**config.mk**
```make
export PLATFORM = sky130hd
export DESIGN_NAME = mem_port_arbiter
export DESIGN_NICKNAME = d
export VERILOG_FILES = /design/src/rtl/mem_port_arbiter_pkg.sv /design/src/rtl/mem_timeout_counter.sv /design/src/rtl/mem_port_arbiter.sv
export SDC_FILE = /design/constraint.sdc
export NUM_CORES = 1
export LEC_CHECK = 0
export BUFFER_PORTS_ARGS = -buffer_cell sky130_fd_sc_hd__buf_2
export CAP_MARGIN = 20
export CORE_ASPECT_RATIO = 1.2
export CORE_MARGIN = 2
export CORE_UTILIZATION = 47
export CTS_CLUSTER_DIAMETER = 150
export CTS_CLUSTER_SIZE = 10
export DETAILED_ROUTE_END_ITERATION = 6
export PLACE_DENSITY = 0.86
export SYNTH_ARGS = -nofsm -noshare
export SYNTH_HDL_FRONTEND = slang
export SYNTH_HIERARCHICAL = 1
export SYNTH_SLANG_ARGS = --single-unit
```
**constraint.sdc**
```tcl
create_clock -name clk -period 2.11 [get_ports clk]
set_input_delay 0.1055 -clock clk [delete_from_list [all_inputs] [get_ports clk]]
set_output_delay 0.1055 -clock clk [all_outputs]
set_load 0.005 [all_outputs]
```
**src/rtl/mem_port_arbiter_pkg.sv**
```systemverilog
// Shared types and sizes for the unified IF/MEM memory port arbiter.
// Latency: n/a (types and constants only).
// Backpressure: n/a.
package mem_port_arbiter_pkg;

    localparam int ARB_STATE_SIZE = 2;
    localparam int MEM_DATA_SIZE  = 32;
    localparam int MEM_ADDR_SIZE  = 32;

    typedef enum logic [ARB_STATE_SIZE-1:0] {
        ARB_IDLE  = 2'd0,
        ARB_FETCH = 2'd1,
        ARB_DATA  = 2'd2,
        ARB_ERR   = 2'd3
    } arb_state_t;

endpackage

```
**src/rtl/mem_timeout_counter.sv**
```systemverilog
// Counts cycles a memory transaction has waited for its acknowledge.
// Latency: terminal is combinational from the registered count.
// Backpressure: none; holds its value when not enabled and never wraps.
module mem_timeout_counter #(
    parameter  int TIMEOUT_CYCLES = 64,
    localparam int CNT_W          = $clog2(TIMEOUT_CYCLES) + 1
) (
    input  logic clk,
    input  logic rst_n,
    input  logic clear,
    input  logic enable,
    output logic terminal
);

    logic [CNT_W-1:0] count;

    assign terminal = (count == CNT_W'(TIMEOUT_CYCLES - 1));

    always_ff @(posedge clk or negedge rst_n) begin
        if (!rst_n) begin
            count <= '0;
        end else if (clear) begin
            count <= '0;
        end else if (enable && !terminal) begin
            count <= count + CNT_W'(1);
        end
    end

endmodule

```
**src/rtl/mem_port_arbiter.sv**
```systemverilog
// Shares one memory port between instruction fetch and load/store, one transaction at a time.
// Latency: grant to memReq 1 cycle; valid pulses the cycle after memAck.
// Backpressure: requests are held until valid; pipeline lockers drop to 0 while a request is pending.
module mem_port_arbiter
    import mem_port_arbiter_pkg::*;
#(
    parameter int ADDR_W         = MEM_ADDR_SIZE,
    parameter int DATA_W         = MEM_DATA_SIZE,
    parameter int MAX_DATA_BURST = 4,
    parameter int TIMEOUT_CYCLES = 64
) (
    input  logic              clk,
    input  logic              rst_n,
    input  logic              ifReq,
    input  logic [ADDR_W-1:0] ifAddr,
    output logic [DATA_W-1:0] ifData,
    output logic              ifValid,
    input  logic              dReq,
    input  logic              dWe,
    input  logic [ADDR_W-1:0] dAddr,
    input  logic [DATA_W-1:0] dWdata,
    output logic [DATA_W-1:0] dRdata,
    output logic              dValid,
    output logic              memReq,
    output logic              memWe,
    output logic [ADDR_W-1:0] memAddr,
    output logic [DATA_W-1:0] memWdata,
    input  logic [DATA_W-1:0] memRdata,
    input  logic              memAck,
    output logic              PCLocker,
    output logic              IF_IDLocker,
    output logic              DECLocker,
    output logic              memTimeout
);

    localparam int BURST_W = $clog2(MAX_DATA_BURST) + 1;

    arb_state_t         state;
    arb_state_t         state_nxt;
    logic [BURST_W-1:0] burst_cnt;
    logic               data_win;
    logic               grant_d;
    logic               grant_f;
    logic               busy;
    logic               to_tc;

    // Data wins unless it has already starved a waiting fetch for a full burst.
    assign data_win = dReq && ((burst_cnt < BURST_W'(MAX_DATA_BURST)) || !ifReq);
    assign grant_d  = (state == ARB_IDLE) && data_win;
    assign grant_f  = (state == ARB_IDLE) && !data_win && ifReq;
    assign busy     = (state == ARB_FETCH) || (state == ARB_DATA);

    mem_timeout_counter #(
        .TIMEOUT_CYCLES(TIMEOUT_CYCLES)
    ) u_timeout (
        .clk     (clk),
        .rst_n   (rst_n),
        .clear   (grant_d || grant_f),
        .enable  (busy && !memAck),
        .terminal(to_tc)
    );

    always_ff @(posedge clk or negedge rst_n) begin
        if (!rst_n) begin
            state <= ARB_IDLE;
        end else begin
            state <= state_nxt;
        end
    end

    always_comb begin
        state_nxt = state;
        case (state)
            ARB_IDLE: begin
                if (grant_d) begin
                    state_nxt = ARB_DATA;
                end else if (grant_f) begin
                    state_nxt = ARB_FETCH;
                end
            end
            ARB_FETCH, ARB_DATA: begin
                if (memAck) begin
                    state_nxt = ARB_IDLE;
                end else if (to_tc) begin
                    state_nxt = ARB_ERR;
                end
            end
            ARB_ERR:  state_nxt = ARB_ERR;
            default:  state_nxt = ARB_IDLE;
        endcase
    end

    always_comb begin
        PCLocker    = 1'b1;
        IF_IDLocker = 1'b1;
        DECLocker   = 1'b1;
        if (!rst_n) begin
            PCLocker    = 1'b1;
        end else if (state == ARB_ERR) begin
            PCLocker    = 1'b0;
            IF_IDLocker = 1'b0;
            DECLocker   = 1'b0;
        end else begin
            if (ifReq && !ifValid) begin
                PCLocker    = 1'b0;
                IF_IDLocker = 1'b0;
            end
            if (dReq && !dValid) begin
                PCLocker    = 1'b0;
                IF_IDLocker = 1'b0;
                DECLocker   = 1'b0;
            end
        end
    end

    always_ff @(posedge clk or negedge rst_n) begin
        if (!rst_n) begin
            memReq     <= 1'b0;
            memWe      <= 1'b0;
            memAddr    <= '0;
            memWdata   <= '0;
            ifData     <= '0;
            ifValid    <= 1'b0;
            dRdata     <= '0;
            dValid     <= 1'b0;
            memTimeout <= 1'b0;
        end else begin
            ifValid <= 1'b0;
            dValid  <= 1'b0;
            case (state)
                ARB_IDLE: begin
                    if (grant_d) begin
                        memReq   <= 1'b1;
                        memWe    <= dWe;
                        memAddr  <= dAddr;
                        memWdata <= dWdata;
                    end else if (grant_f) begin
                        memReq  <= 1'b1;
                        memWe   <= 1'b0;
                        memAddr <= ifAddr;
                    end
                end
                ARB_FETCH: begin
                    if (memAck) begin
                        memReq  <= 1'b0;
                        ifData  <= memRdata;
                        ifValid <= 1'b1;
                    end else if (to_tc) begin
                        memReq     <= 1'b0;
                        memTimeout <= 1'b1;
                    end
                end
                ARB_DATA: begin
                    if (memAck) begin
                        memReq <= 1'b0;
                        if (!memWe) begin
                            dRdata <= memRdata;
                        end
                        dValid <= 1'b1;
                    end else if (to_tc) begin
                        memReq     <= 1'b0;
                        memTimeout <= 1'b1;
                    end
                end
                default: begin
                    memReq <= 1'b0;
                end
            endcase
        end
    end

    // Burst count only matters while a fetch is actually waiting.
    always_ff @(posedge clk or negedge rst_n) begin
        if (!rst_n) begin
            burst_cnt <= '0;
        end else if (!ifReq || grant_f) begin
            burst_cnt <= '0;
        end else if (grant_d && (burst_cnt < BURST_W'(MAX_DATA_BURST))) begin
            burst_cnt <= burst_cnt + BURST_W'(1);
        end
    end

endmodule

```
==> results of run 1 <==
==> kinds of logic after synthesis <==
family                   count (synthesis)  synth area share [%]
adder cells (fa/ha/maj)                  6                  1.22
buffers and inverters                   38                  3.14
AND/OR/NAND/NOR                         71                  5.69
AO/OA/AOI/OAI                          121                  11.0
flip-flops                             145                  59.1
multiplexers                            98                  19.8
==> power breakdown <==
| part | internal (mW) | switching [mW] |
|---|---|---|
| clock | 1.69 | 1.26 |
| sequential | 4.11 | 0.798 |
| combinational | 2.74 | 2.29 |
| total | 8.54 | 4.35 |
==> registers in the layout, indices dropped and copies added, names as in the netlist, 2 cells and up <==
| name | flops |
|---|---|
| dRdata | 32 |
| memAddr | 32 |
| ifData | 32 |
| u_timeout/count | 7 |
| state | 2 |
| burst_cnt | 3 |
| memWdata | 32 |
==> area by class of cell <==
type / instances / area (um^2)
inverter: 7 / 26.3
antenna: 1 / 2.50
sequential: 145 / 3630
multi-input combinational: 296 / 2320
clock buffer: 18 / 439
clock inverter: 14 / 144
timing repair buffer: 390 / 2590
fill: 799 / 3360
tap: 164 / 205
==> worst reg2reg max path, cell delays in order (launching register included) <==
cell and delay (ps):
sky130_fd_sc_hd__dfrtp_1 420, sky130_fd_sc_hd__ha_1 270, sky130_fd_sc_hd__and4_1 250, sky130_fd_sc_hd__nand2_1 110, sky130_fd_sc_hd__inv_1 70, sky130_fd_sc_hd__nor3b_2 180
sky130_fd_sc_hd__a21o_1 150, sky130_fd_sc_hd__mux2_2 330
==> stage by stage <==
| stage | instances | setup slack (ps) |
|---|---|---|
| floorplan | 479 | 327 |
| global placement | 894 | 239 |
| detailed placement | 894 | 188 |
| CTS | 1034 | 159 |
| global route | 1035 | 22.9 |
| finish | 1035 | 197 |
==> worst max-delay path by stage <==
stage | startpoint | endpoint | slack (ps) | depth (start not counted)
finish | state[0] | IF_IDLocker | 200 | 4
global route | state[0] | memAddr[24] | 20 | 7
CTS | u_timeout/count[0] | state[0] | 160 | 7
detailed placement | u_timeout/count[0] | state[0] | 190 | 7
global placement | u_timeout/count[0] | state[0] | 240 | 7
floorplan | u_timeout/count[0] | state[0] | 330 | 7
==> routing by layer <==
layer  up-vias  routed length, um  track usage [%]
li1       2452                  -                -
met1      2648               7000             29.7
met2       268              10500             51.4
met3        66               1190             6.19
met4         0                840             14.2
met5         -                  0                0
==> repair_timing <==
| action | in CTS | in global routing |
|---|---|---|
| hold endpoints to repair | 156 | 0 |
| endpoints found under the setup margin | 0 | 1 |
| hold buffers | 108 | 0 |
| resized for setup | 0 | 1 |
==> cells in the final DEF (no fill, tap or decap), types with 2 or more instances in the layout <==
master	Yosys	routed
sky130_fd_sc_hd__nor2b_1	4	4
sky130_fd_sc_hd__inv_1	7	7
sky130_fd_sc_hd__and4_1	2	2
sky130_fd_sc_hd__and2_1	2	2
sky130_fd_sc_hd__o21ai_0	65	65
sky130_fd_sc_hd__a31oi_1	5	5
sky130_fd_sc_hd__a32o_1	2	2
sky130_fd_sc_hd__o211ai_1	2	2
sky130_fd_sc_hd__buf_12	0	5
sky130_fd_sc_hd__a21oi_1	34	34
sky130_fd_sc_hd__inv_6	0	4
sky130_fd_sc_hd__ha_1	6	6
sky130_fd_sc_hd__clkinv_4	0	3
sky130_fd_sc_hd__dlygate4sd3_1	0	108
sky130_fd_sc_hd__buf_2	13	268
sky130_fd_sc_hd__nand3_1	4	4
sky130_fd_sc_hd__clkbuf_16	0	17
sky130_fd_sc_hd__dfrtp_1	145	145
sky130_fd_sc_hd__inv_8	0	2
sky130_fd_sc_hd__nand2_1	38	38
sky130_fd_sc_hd__a21o_1	2	2
sky130_fd_sc_hd__or2_2	2	2
sky130_fd_sc_hd__mux2_4	30	30
sky130_fd_sc_hd__a21boi_0	2	2
sky130_fd_sc_hd__mux2_2	66	66
sky130_fd_sc_hd__clkinvlp_4	0	4
sky130_fd_sc_hd__nand4b_1	2	2
sky130_fd_sc_hd__nor2_1	4	4
sky130_fd_sc_hd__nand2b_1	4	4
sky130_fd_sc_hd__buf_4	1	8
sky130_fd_sc_hd__nor3_1	3	3
==> results.txt, run 1 <==
The cell sitting at the root of the clock tree is a sky130_fd_sc_hd__clkbuf_16. The run gives 6 as the number of warnings issued by yosys. Final core area utilization: 73.6%. The run gives 1810 ps as the arrival time at the worst endpoint. The signal on the critical path passes through ha_1 -> o21ai_0 -> o21a_1 -> buf_2. TritonCTS built the clock tree. Detailed placement ended at an HPWL of 11200 um. The logs give 0 ps for the sum of negative setup slack and 60.2% for the relative max-transition margin. For the number of nets produced by synthesis, the log shows 619. Using the TritonRoute via totals, the vias-per-cell ratio works out to 5.25. After layout, the worst path uses 90.7% of the clock period. The worst setup path is launched from a flop. The tools report the detailed-route via count as 5434. The total number of nets in the final design was 997. The quantity of I/O buffers inserted on ports came out at 269. The slowest stage cell on the critical path was sky130_fd_sc_hd__dfrtp_1. The leakage power summed over all cells is 4.67 nW. The smallest clock period supported by the final layout is computed as 1910 ps. The run finished with clean final reports.

The tree built by TritonCTS fans out to 145 sinks. By instance count, the leading cell after synthesis is sky130_fd_sc_hd__dfrtp_1. The post-detailed-placement cell area was 7690 um^2; the remaining antenna violation count was 0.

The clock transition at the registers of the reported paths was 60 ps; the total wire length was 19600 um. Global routing finished with a remaining overflow of 0. The register area share after synthesis was 59.1%; the longest individual stage delay on the worst path was 420 ps. The logs give 639 uV for the peak supply drop and 0 for the number of setup violations in the final report. The highest clock frequency the design can meet was 0.523 GHz; the number of enable flip-flop cells after synthesis was 0. The area overhead of the layout relative to synthesis was 52.5%; the flip-flop and latch count after synthesis was 145. The worst register-to-register path begins at u_timeout/count[0]. Cell type group with the largest total delay on the critical path: compound AO/OA/AOI/OAI gates. The tools report the later-pin clock latency in the skew report as 410 ps. Once the floorplan was initialized, standard cells occupied 48.2% of the core. The logs give 270 for the I/O pin total and 27.9% for the total routing resource utilization after global routing. The slew at the pin with the worst max-slew slack is 598 ps, and the hold violation total from the final report is 0.

The first global-routing pass estimated 29600 um of wire. The logs give 2000 ps for the required time reported for the critical path endpoint and 12.0 ps for the worst-case hold slack. For the weighted congestion at the end of routability-driven global placement, the log shows 0.867.

The number of max-slew violations in the final report is 0, and the maximum fanout along the worst path is 4. The number of global-route vias before repair was 5756; the largest clock skew in the final design was 10.4 ps. The worst min-delay path startpoint is ifAddr[16].

Kind of critical path: flop to primary output. The mean instance size in the synthesized netlist was 12.8 um^2. The die outline width was 108 um; the wire length per cell was 18.9 um.

The H-tree generated during clock tree synthesis spans 4 levels. Before antenna repair, the detailed router went through 7 iterations. The die covers 14000 um^2.

The vertical die dimension is 129 um, and the maximum buffer depth of the clock tree is 2. The number of standard-cell rows in the floorplan is 45. Setup repair after global routing left no endpoint under its margin. The number of setup buffers added after CTS came out at 0. The mapped netlist covers 6140 um^2.

The number of antenna violations at the first check in global routing was 1; the number of instances in the synthesized netlist was 479. The count of buffering cells on the critical path with inverters included was 1. In this run the register-to-register setup slack is 200 ps. Among all flip-flop cells after synthesis, the most frequent one is sky130_fd_sc_hd__dfrtp_1. For the final cell area excluding filler cells, the log shows 9360 um^2. Endpoint class of the critical path: a primary output.

For this run, asynchronously set or reset flops after synthesis account for 100%. The power consumption is 12.9 mW. The type of the most critical hold path is input pin to flop.

Cells with a size suffix above 1 make up 48.0% of the layout. After synthesis, the most frequently instantiated cells are sky130_fd_sc_hd__dfrtp_1, sky130_fd_sc_hd__mux2_2, sky130_fd_sc_hd__o21ai_0. The power per unit of standard cell area is 1380 nW/um^2.

By area the synthesized netlist is led by sky130_fd_sc_hd__dfrtp_1, sky130_fd_sc_hd__mux2_2, sky130_fd_sc_hd__mux2_4. The tools report the reg-to-reg endpoint as state[0]. Along the worst hold path, the cell count comes to 3. Measured in cells, the most critical reg-to-reg path has a length of 7. The floorplan step defined a core boundary enclosing 12700 um^2. Of all cell types, the one taking the most synthesized area is sky130_fd_sc_hd__dfrtp_1. Number of distinct library cell variants in the gate-level netlist after synthesis: 43.

Buffers inserted during clock tree synthesis total 17. The maximum number of pins on one net before global-route repair was 117. The run gives 303 as the detailed router's first-iteration violation count. The synthesized design devotes to its leading area cell type 59.1% of total area. The tools report the end point of the most critical hold path as memAddr[16].

Max-cap violations in this run came to 0. The run gives 0 as the number of design rule violations left after detail routing.
Power figures use the tool's default switching activity.
==> inputs of run 2 (changes only) <==
Settings changed: BUFFER_PORTS_ARGS -buffer_cell sky130_fd_sc_hd__buf_2 to default, CORE_UTILIZATION 47 to 55, DONT_BUFFER_PORTS from default to 1, PLACE_DENSITY 0.86 to 0.77.
==> results.txt, run 2 <==
The run stopped with a tool error. It got as far as clock tree synthesis (4_1_cts) and failed there. The tool reported: "[ERROR RSZ-0060] Max buffer count reached". The count of buffers added on input and output ports is 0. In this run the count of I/O pins placed on the die edge is 270. In the post-synthesis netlist, the cell with the most instances is sky130_fd_sc_hd__dfrtp_1. The final HPWL from detailed placement came out at 9500 um. The number of nets in the synthesized netlist is 619. The H-tree was split into 4 levels. Synthesis produced 479 cells. The effective utilization at floorplan is 55.9%.

Routability-driven placement finished with a final weighted congestion of 0.820. Counting flops with an async set or reset pin after synthesis yields a share of 100%. The number of gates resized after CTS was 0.

Cell accounting for the most synthesized area: sky130_fd_sc_hd__dfrtp_1. The tools report the number of distinct library cell variants in the gate-level netlist after synthesis as 43. The logs give 145 for the clock sink count and 59.1% for the register area share after synthesis. The mean instance size in the synthesized netlist came out at 12.8 um^2.

The top cell type's share of synthesized area was 59.1%; the vertical die dimension was 120 um. During synthesis, Yosys emitted a total of 6 warnings. Once the clock tree was built, the setup fixing pass inserted 0 buffers. The floorplan step set the die width to 100 um. In this run the core area contains 42 standard-cell rows. For this run, the leading register cell type out of synthesis is sky130_fd_sc_hd__dfrtp_1. The number of enable flip-flop cells after synthesis was 0.

Flip-flop and latch count after synthesis: 145. Sorting the synthesized cells by how often they occur yields sky130_fd_sc_hd__dfrtp_1, sky130_fd_sc_hd__mux2_2, sky130_fd_sc_hd__o21ai_0. The logs give 2 for the maximum buffer depth of the clock tree and 17 for the number of buffers inserted during clock tree synthesis. Yosys attributes the largest share of cell area to sky130_fd_sc_hd__dfrtp_1, sky130_fd_sc_hd__mux2_2, sky130_fd_sc_hd__mux2_4. The run gives 6140 um^2 as the post-synthesis cell area. Buffers inserted to repair hold after CTS numbered 125.

The cell sitting at the root of the clock tree is a sky130_fd_sc_hd__clkbuf_16.
[run 2: logic make-up after synthesis]
logic type | Yosys count | share of synthesized area, %
AOI/OAI and AO/OA | 121 | 11.0
DFF | 145 | 59.1
buffers and inverters | 38 | 3.14
adders and majority gates | 6 | 1.22
muxes | 98 | 19.8
and+or+nand+nor | 71 | 5.69
[run 2: stage by stage]
| step | utilization [%] | std cells | hold slack, ps | instance area, um^2 | setup slack (ps) |
|---|---|---|---|---|---|
| after global placement | 57.0 | 590 | -187 | 6260 | 245 |
| after detailed placement | 57.0 | 590 | -188 | 6260 | 177 |
| after floorplan | - | 479 | -190 | 6140 | 327 |
==> inputs of run 3 (changes only) <==
Settings changed: CORE_ASPECT_RATIO 1.2 to default, CORE_UTILIZATION 55 to 40, CTS_CLUSTER_DIAMETER 150 to default, CTS_CLUSTER_SIZE 10 to default, PLACE_DENSITY 0.77 to default, PLACE_DENSITY_LB_ADDON from default to 0.15.
==> results.txt, run 3 (synthesis gave the netlist of run 1 again) <==
The run finished, with violations left. The checks that failed: negative hold slack. The initial utilization of the core area, before any placement, comes to 40.7%. Once detailed placement completed, the half-perimeter wirelength came to 10100 um.

The slowest stage of the critical path belongs to the cell sky130_fd_sc_hd__dfrtp_1. Data on the critical path is required at its endpoint by 2410 ps. The number of max-slew violations in the final report is 0. The maximum fanout along the worst path is 5, and the total iterations of the first detailed-routing run is 6. The area growth from synthesis to layout is 34.8%.

The first global-routing pass estimated 25100 um of wire. For the power consumption, the log shows 11.5 mW. The worst-case IR drop observed on VDD is 701 uV. For the total number of nets in the final design, the log shows 751. The I/O pin total was 270. The count of buffering cells on the critical path with inverters included is 1.

The tools report the register area as 3630 um^2. TritonCTS built the clock tree. The logs give 0 for the number of max-cap violations and 16400 um^2 for the die footprint. The routed design could run at a clock period as short as 1980 ps.

Dividing the detail-routed wire length by the instance count gives 20.2 um. Across every metal layer, demand over resource in global routing totals 19.9%. Setup slack closes at 134 ps. The longest individual stage delay on the worst path was 420 ps; the clock transition at the registers of the reported paths was 60 ps. The finished cells cover 8270 um^2.

Setup repair after global routing left no endpoint under its margin. For the minimum setup slack after placement, the log shows 143 ps. In this run the power density over the cells is 1390 nW/um^2. The maximum number of pins on one net before global-route repair came out at 148.

The share of post-route cells with drive strength above 1 works out to 23.7%. The number of global-route vias before repair is 4638. In this run the number of H-tree levels came out at 4.

STA classifies the critical path startpoint as a flop. The clock passes through at most 2 buffers. The tools report the hold violation total from the final report as 145.

The quantity of I/O buffers inserted on ports is 0, and the detailed-route via count is 4383. For the final database, setup skew stands at 4.84 ps. The root buffer selected by CTS was sky130_fd_sc_hd__clkbuf_16.

In this run, CTS created clock tree buffers numbering 17. The total overflow reported by the global router is 0. The clock sink count was 145; the number of setup violations in the final report was 0. In the finished design, the share of the clock period the worst path needs comes to 93.7%. The die is 128 um tall. Number of standard-cell rows in the floorplan: 45. Wires add up to 16400 um.

After detailed routing, the number of remaining DRC violations is 0. Headroom to the max-slew limit came out at 58.3%. The area taken by multi-input logic gates is 2320 um^2. The analysis attributes to cell leakage a power of 3.68 nW. Traced cell by cell, the critical path runs through ha_1 -> and4_1 -> nand2_1 -> inv_1 -> nor3b_1 -> a21o_1 -> mux2_2. Cell type group with the largest total delay on the critical path: simple AND/OR/NAND/NOR gates. The placed instances occupy a cell area of 6320 um^2. The endpoint class of the critical path was a flop. Leaving out fill and tap cells, the most frequent cells in the layout are sky130_fd_sc_hd__dfrtp_1, sky130_fd_sc_hd__dlygate4sd3_1, sky130_fd_sc_hd__mux2_2, sky130_fd_sc_hd__o21ai_0, sky130_fd_sc_hd__nand2_1. The tools report the sum of negative setup slack as 0 ps. The kind of critical path was flop to flop. The slew at the pin with the worst max-slew slack was 626 ps; the area inside the core boundary was 15100 um^2. The number of antenna violations at the first check in global routing came out at 1. The later-pin clock latency in the skew report is 410 ps, and the detailed router's first-iteration violation count is 288. STA puts the critical path data arrival time at 2280 ps. The worst-case hold slack was -620 ps; the filler cell count was 1219. Leaving out fill and tap cells, the most frequent cell in the layout is sky130_fd_sc_hd__dfrtp_1. At the end of routability-driven placement, the weighted congestion stood at 0.780. The critical path starts at u_timeout/count[0]. The via count normalized by instance count was 5.39.

The die outline width is 128 um. The tightest min-delay check is of the input pin to asynchronous set/reset pin type. The startpoint identified for the worst register-to-register timing path is u_timeout/count[0].

The highest clock frequency the design can meet is 0.506 GHz. For the remaining antenna violation count, the log shows 0.
-- run 3: what timing repair did --
action,4_1_cts,5_1_grt
hold buffers,133,1
setup endpoints to repair,0,42
hold endpoints to repair,280,146
gates resized for setup,0,2
buffers inserted,0,0
-- run 3: path summary, 6_finish.rpt --
kind,slack [ps],cells after the start,endpoint
worst max register to register,130,7,state[0]
min in group clk,40,3,ifValid
max in group asynchronous,2550,0,ifData[3]
worst max-delay path,130,7,state[0]
worst min register to register,520,1,memTimeout
worst min-delay path,-620,0,memAddr[11]
-- run 3: power breakdown --
part	switching, mW	internal, mW	total (mW)
clock	1.21	1.82	3.03
sequential	1.17	4.12	5.29
combinational	1.37	1.84	3.20
total	3.75	7.77	11.5
-- run 3: metrics by stage --
stage,hold WS (ps),cells,utilization (%)
after floorplan,-190,479,-
after global placement,-187,646,41.9
after detailed placement,-187,646,41.9
after CTS,-638,811,54.7
after global routing,-645,813,54.8
final,-620,813,54.8
-- run 3: cell type report --
cell class	instances	area share (%)
diodes	1	0.0302
repair buffers	144	17.6
well taps	188	2.84
clock inverters	13	1.80
clock buffers	19	5.47
flip-flops and latches	145	43.9
multi-input cells	296	28.1
inverters	7	0.318
-- run 3: per-layer routing --
metal / vias up / part of all wire, % / global-route usage [%]
met5: - / 0 / 0
met4: 0 / 1.9 / 7.76
met2: 204 / 50 / 33.3
li1: 1966 / - / -
met3: 25 / 8.7 / 7.89
met1: 2188 / 39 / 22.8
-- run 3: worst reg2reg max path: stages, from the launching register on --
cell and delay (ps):
sky130_fd_sc_hd__dfrtp_1 420, sky130_fd_sc_hd__ha_1 270, sky130_fd_sc_hd__and4_1 240, sky130_fd_sc_hd__nand2_1 110, sky130_fd_sc_hd__inv_1 60, sky130_fd_sc_hd__nor3b_1 250
sky130_fd_sc_hd__a21o_1 170, sky130_fd_sc_hd__mux2_2 340
